**src/rtl/vga_sprite_pkg.sv**
```systemverilog
// vga_sprite_pkg: shared sprite descriptor type and screen/sheet constants
package vga_sprite_pkg;
  localparam int SCREEN_W = 640;
  localparam int SCREEN_H = 480;
  localparam int SHEET_W = 320;
  localparam int SPR_COORD_W = 10;
  localparam int SPR_ADDR_W = 17;
  typedef struct packed {
    logic [SPR_COORD_W-1:0] x;
    logic [SPR_COORD_W-1:0] y;
    logic [6:0]             w;
    logic [6:0]             h;
    logic [SPR_ADDR_W-1:0]  base;
    logic                   en;
    logic                   blink;
  } spr_desc_t;
endpackage

```
**src/rtl/vga_sprite_hit.sv**
```systemverilog
// vga_sprite_hit: box test and sheet address of one 2x-scaled sprite
module vga_sprite_hit #(
  parameter int COORD_W = 10,
  parameter int ADDR_W = 17,
  parameter int SHEET_W = 320
) (
  input  vga_sprite_pkg::spr_desc_t desc,
  input  logic [COORD_W-1:0]        x,
  input  logic [COORD_W-1:0]        y,
  output logic                      box,
  output logic [ADDR_W-1:0]         addr
);
  logic [COORD_W:0] x_end, y_end;
  logic [COORD_W-1:0] dx, dy;
  // one extra bit keeps the right/bottom edges from wrapping; zero size yields an empty box
  always_comb begin
    x_end = {1'b0, desc.x} + (COORD_W+1)'({desc.w, 1'b0});
    y_end = {1'b0, desc.y} + (COORD_W+1)'({desc.h, 1'b0});
    box = x >= desc.x && {1'b0, x} < x_end && y >= desc.y && {1'b0, y} < y_end;
    dx = x - desc.x;
    dy = y - desc.y;
    addr = desc.base + ADDR_W'(dy >> 1) * ADDR_W'(SHEET_W) + ADDR_W'(dx >> 1);
  end
endmodule

```
**src/rtl/vga_sprite_compositor.sv**
```systemverilog
// vga_sprite_compositor: double-buffered sprite table, 2-stage pixel resolve, blink and collision
module vga_sprite_compositor #(
  parameter int NUM_SPR = 8,
  parameter int COORD_W = 10,
  parameter int ADDR_W = 17,
  parameter int SHEET_W = 320,
  parameter int BG_ADDR = 9290,
  parameter int BLINK_FRAMES = 8,
  localparam int IDX_W = NUM_SPR > 1 ? $clog2(NUM_SPR) : 1,
  localparam int FC_W = BLINK_FRAMES > 1 ? $clog2(BLINK_FRAMES) : 1
) (
  input  logic               clk_vga,
  input  logic               rst_n,
  input  logic               valid,
  input  logic [COORD_W-1:0] xpos,
  input  logic [COORD_W-1:0] ypos,
  input  logic               frame_start,
  input  logic               cfg_we,
  input  logic [IDX_W-1:0]   cfg_idx,
  input  logic [COORD_W-1:0] cfg_x,
  input  logic [COORD_W-1:0] cfg_y,
  input  logic [6:0]         cfg_w,
  input  logic [6:0]         cfg_h,
  input  logic [ADDR_W-1:0]  cfg_base,
  input  logic               cfg_en,
  input  logic               cfg_blink,
  output logic [ADDR_W-1:0]  pixel_addr,
  output logic               pixel_valid,
  output logic               hit,
  output logic [IDX_W-1:0]   hit_idx,
  output logic               collide_frame,
  output logic [NUM_SPR-1:0] collide_mask
);
  import vga_sprite_pkg::*;
  spr_desc_t shadow_q [NUM_SPR], shadow_d [NUM_SPR];
  spr_desc_t active_q [NUM_SPR], active_d [NUM_SPR];
  spr_desc_t wdesc;
  logic [FC_W-1:0] fcnt_q, fcnt_d;
  logic phase_q, phase_d, wrap;
  logic [NUM_SPR-1:0] box, h1_q, h1_d;
  logic [ADDR_W-1:0] addr [NUM_SPR];
  logic [ADDR_W-1:0] a1_q [NUM_SPR];
  logic v1_q;
  logic [IDX_W-1:0] win;
  logic coll, coll_acc_q, coll_acc_d;
  logic [NUM_SPR-1:0] mask_acc_q, mask_acc_d;
  logic [ADDR_W-1:0] pixel_addr_q, pixel_addr_d;
  logic hit_q, hit_d, collide_frame_q, collide_frame_d;
  logic [IDX_W-1:0] hit_idx_q, hit_idx_d;
  logic [NUM_SPR-1:0] collide_mask_q, collide_mask_d;

  assign wdesc = '{cfg_x, cfg_y, cfg_w, cfg_h, cfg_base, cfg_en, cfg_blink};

  for (genvar g = 0; g < NUM_SPR; g++) begin : g_spr
    vga_sprite_hit #(.COORD_W(COORD_W), .ADDR_W(ADDR_W), .SHEET_W(SHEET_W)) u_hit (
      .desc(active_q[g]), .x(xpos), .y(ypos), .box(box[g]), .addr(addr[g])
    );
    assign h1_d[g] = valid && box[g] && active_q[g].en && !(active_q[g].blink && phase_q);
  end

  // shadow write, frame-start commit (same-cycle write forwarded through shadow_d) and blink counter
  always_comb begin
    shadow_d = shadow_q;
    if (cfg_we) shadow_d[cfg_idx] = wdesc;
    active_d = frame_start ? shadow_d : active_q;
    wrap = fcnt_q == FC_W'(BLINK_FRAMES - 1);
    fcnt_d = !frame_start ? fcnt_q : wrap ? '0 : fcnt_q + 1'b1;
    phase_d = phase_q ^ (frame_start && wrap);
  end

  // stage 2: lowest hitting index wins; collision counts stage-1 pixels, including the one at frame_start
  always_comb begin
    win = '0;
    for (int i = NUM_SPR - 1; i >= 0; i--) if (h1_q[i]) win = IDX_W'(i);
    hit_d = |h1_q;
    hit_idx_d = win;
    pixel_addr_d = !v1_q ? '0 : hit_d ? a1_q[win] : ADDR_W'(BG_ADDR);
    coll = (h1_q & (h1_q - NUM_SPR'(1))) != '0;
    coll_acc_d = frame_start ? 1'b0 : coll_acc_q | coll;
    mask_acc_d = frame_start ? '0 : mask_acc_q | (coll ? h1_q : '0);
    collide_frame_d = frame_start ? coll_acc_q | coll : collide_frame_q;
    collide_mask_d = frame_start ? mask_acc_q | (coll ? h1_q : '0) : collide_mask_q;
  end

  // all state registers; reset clears tables, blink state, accumulators and outputs
  always_ff @(posedge clk_vga or negedge rst_n)
    if (!rst_n) begin
      shadow_q <= '{default: '0};
      active_q <= '{default: '0};
      fcnt_q <= '0;
      phase_q <= 1'b0;
      v1_q <= 1'b0;
      h1_q <= '0;
      a1_q <= '{default: '0};
      coll_acc_q <= 1'b0;
      mask_acc_q <= '0;
      pixel_addr_q <= '0;
      pixel_valid <= 1'b0;
      hit_q <= 1'b0;
      hit_idx_q <= '0;
      collide_frame_q <= 1'b0;
      collide_mask_q <= '0;
    end else begin
      shadow_q <= shadow_d;
      active_q <= active_d;
      fcnt_q <= fcnt_d;
      phase_q <= phase_d;
      v1_q <= valid;
      h1_q <= h1_d;
      a1_q <= addr;
      coll_acc_q <= coll_acc_d;
      mask_acc_q <= mask_acc_d;
      pixel_addr_q <= pixel_addr_d;
      pixel_valid <= v1_q;
      hit_q <= hit_d;
      hit_idx_q <= hit_idx_d;
      collide_frame_q <= collide_frame_d;
      collide_mask_q <= collide_mask_d;
    end

  assign pixel_addr = pixel_addr_q;
  assign hit = hit_q;
  assign hit_idx = hit_idx_q;
  assign collide_frame = collide_frame_q;
  assign collide_mask = collide_mask_q;
endmodule

```
**config.mk**
```make
export PLATFORM = sky130hd
export DESIGN_NAME = vga_sprite_compositor
export DESIGN_NICKNAME = d
export VERILOG_FILES = /design/src/rtl/vga_sprite_pkg.sv /design/src/rtl/vga_sprite_hit.sv /design/src/rtl/vga_sprite_compositor.sv
export SDC_FILE = /design/constraint.sdc
export NUM_CORES = 2
export LEC_CHECK = 0
export CORE_MARGIN = 2
export CORE_UTILIZATION = 45
export CTS_CLUSTER_SIZE = 20
export DETAILED_ROUTE_END_ITERATION = 12
export PLACE_DENSITY = 0.63
export SYNTH_ARGS = -nofsm -noshare
export SYNTH_HDL_FRONTEND = slang
export SYNTH_SLANG_ARGS = --single-unit
```
**constraint.sdc**
```tcl
create_clock -name clk_vga -period 5.2 [get_ports clk_vga]
set_clock_uncertainty 0.2 [all_clocks]
set_input_delay 1.3 -clock clk_vga [delete_from_list [all_inputs] [get_ports clk_vga]]
set_output_delay 1.3 -clock clk_vga [all_outputs]
set_load 0.01 [all_outputs]
```
==> impl_metrics.yaml <==
detailed_routing:
  routed_wl_mm: 197.5
  first_pass_iters: 5
  ant_nets: 0
  avgViaCountPerCell: 5.508
  vias: 45825
  post-route-drc-count: 0
  wl_per_cell_um: 23.74
  drt_iter0_markers: 2860
floorplanning:
  row_count: 135
  core_area_um2: 135500
  fp.dieW_um: 373.5
  dieHeight_um: 373.5
  pin_count: 112
  die_area_um2: 139500
  start_util_pct: 45.35
synth:
  synthArstFlopShare_pct: 100.0
  yosys-top-cells-count: "1,037 x dfrtp_1, 742 x ha_1, 692 x mux2_2"
  ys_ff_latch: 1037
  syn_area_um2: 61430
  synth-seq-area-share_pct: 42.24
  synth_edf_count: 0
  syn_avg_cell_area_um2: 11.40
  synth.top_cell.area_share_pct: 42.24
  yosysTopAreaCell: "dfrtp_1"
  synthTopCellsByArea: "dfrtp_1 42%, ha_1 15%, mux2_2 13%"
  syn_inst: 5391
  synth_flop_cell: "dfrtp_1"
  yosysMostFrequentCell: "dfrtp_1"
  synth_warnings: 0
  post_synth_num_cell_types: 84
  synth_fp_nets: 6286
clocking:
  clk_pin_slew_ns: 0.06
  postCtsHoldBufs: 0
  clk_latency_ns: 0.73
  cts_root_buf: "clkbuf_16"
  clkSinkCount: 1037
  htreeDepth: 3
  clock_path_buffers: 3
  numCtsBuffers: 114
  cts_tree: "yes"
worst_setup_path:
  r2r_cells: 22
  cp.arrival_ns: 5.63
  worstPathMaxFanout: 6
  crit_type: "in2reg"
  start_kind: "primary input"
  cp.required_ns: 5.59
  end_kind: "flop"
run_status:
  status: "finished, violations left"
  violations: "negative setup slack"
finish:
  area_delta_synth_final_pct: 27.85
  fin_nets: 7342
  drive_above_1_share_pct: 34.37
  fin_area_um2: 78540
global_routing:
  grt_antenna_before_repair: 9
  overflow: 0
  grt_pass1_vias: 46759
  grt_pass1_wl_mm: 293.3
  grt_usage_pct: 28.01
  grt_max_degree: 134
hold_path:
  hold_depth: 1
  hold_path_class: "reg2reg"
placement:
  io_buffers: 111
  detailed_place_hpwl_mm: 147.9
  place_area_um2: 71500
  globalplace.congestion: 0.9214
job:
  maxCapViolations: 0
timing:
  max_freq_ghz: 0.1911
  setup_viol: 3
  fin_crit_ns: 5.234
  fin_setup_tns_ns: -0.06499
  hold_viol_final: 0
  worstMarginPinSlew_ns: 1.169
  slew_headroom_pct: 21.08
  rsz0062_at_grt: "true"
  post-route-period-util_pct: 100.7
  setup_ws_ns: -0.03397
  slew_viol_final: 0
  hold_ws_ns: 0.2901
pwr:
  power.density_nw_per_um2: 758.5
  vdd_ir_drop_max_uv: 568.0
  p_leak_nw: 36.65
  finalPower_mw: 59.57
[final timing paths]
path | startpoint | to | slack [ns]
setup reg to reg | active_q[34]$_DFFE_PN0P_ | a1_q[16]$_DFF_PN0_ | 0.35
hold reg to reg | shadow_q[4]$_DFF_PN0_ | shadow_q[4]$_DFF_PN0_ | 0.29
min in group asynchronous | rst_n | active_q[55]$_DFFE_PN0P_ | 0.44
setup / recovery | ypos[0] | a1_q[101]$_DFF_PN0_ | -0.03
hold / removal | shadow_q[4]$_DFF_PN0_ | shadow_q[4]$_DFF_PN0_ | 0.29
max in group asynchronous | rst_n | shadow_q[303]$_DFF_PN0_ | 3.15
[critical path, stage by stage]
cell and delay [ns]:
buf_8 0.07, clkinvlp_4 0.12, buf_12 0.17, buf_6 0.12, ha_4 0.16, fa_2 0.39
nor2b_2 0.13, o21ai_2 0.08, a21boi_2 0.18, o21ai_2 0.09, nor2b_4 0.13, xnor2_2 0.25
ha_1 0.31, ha_4 0.27, a21oi_4 0.15, nor2b_1 0.06, o21a_1 0.20, nor2_1 0.13
xnor2_1 0.09, ha_1 0.34, ha_4 0.29, nand2_2 0.04, a21o_1 0.16, a21oi_2 0.13
xnor3_1 0.22
[area by class of cell]
| type | instances | area [um2] |
|---|---|---|
| Clock inverter | 55 | 808.3 |
| Clock buffer | 151 | 3307 |
| Timing Repair Buffer | 1066 | 8915 |
| Sequential cell | 1037 | 25950 |
| Multi-Input combinational cell | 3885 | 36030 |
| Inverter | 343 | 1295 |
| Fill cell | 11338 | 56930 |
| Antenna cell | 2 | 5.005 |
| Tap cell | 1781 | 2228 |
[registers in the layout, summed over array words and instances, names as in the netlist, 3 cells and up]
name and count:
hit_idx 3, fcnt_q 3, mask_acc_q 8, active_q 424, shadow_q 424, pixel_addr 17
collide_mask 8, h1_q 8, a1_q 136
[metal layers]
metal,global-route usage [%],vias to the layer above,routed length (um)
met3,2.881,355,6861
met5,0,-,0
met2,47.46,938,95830
met1,36.39,23169,84920
li1,-,21363,-
met4,12.22,0,9905
[power by group]
part	switching, mW	leakage (nW)	total, mW	internal (mW)
Sequential	1.05	12.5	11.6	10.6
Clock	3.52	2.00	8.88	5.35
Combinational	18.8	22.1	39.1	20.3
[stage by stage]
stage	cells	setup WS (ns)	util, %
final	8320	-0.03397	57.98
after global routing	8318	-0.1915	57.97
after CTS	8293	0.001843	56.95
after detailed placement	8037	-1.861	52.78
after global placement	8037	-1.789	52.78
after floorplan	5391	-0.3712	-
[logic make-up (layout without fill, tap and decap cells)]
kind of cell,Yosys count,count (layout),synth area share (%)
AO/OA/AOI/OAI,1054,1054,10.92
XOR/XNOR,373,373,5.430
adder cells (fa/ha/maj),816,816,17.49
buffers and inverters,469,1615,2.967
flip-flops,1037,1037,42.24
multiplexers,742,742,13.99
other,0,2,0
AND/OR/NAND/NOR,900,900,6.957
[repair_timing]
| action | in CTS | in global routing |
|---|---|---|
| gates cloned | 2 | 1 |
| pin swaps | 136 | 177 |
| endpoints found under the setup margin | 68 | 43 |
| resized for setup | 251 | 216 |
| setup buffers | 50 | 26 |
[layout by cell type (no fill, tap or decap), types with 119 or more instances in the layout]
cell type	n
a21oi_1	196
buf_4	900
clkbuf_16	119
dfrtp_1	1037
ha_1	667
inv_1	339
mux2_2	692
nand2_1	276
nor2_1	211
o21ai_0	256
xnor2_1	226
Note: power is estimated with default switching activity, not from simulation.
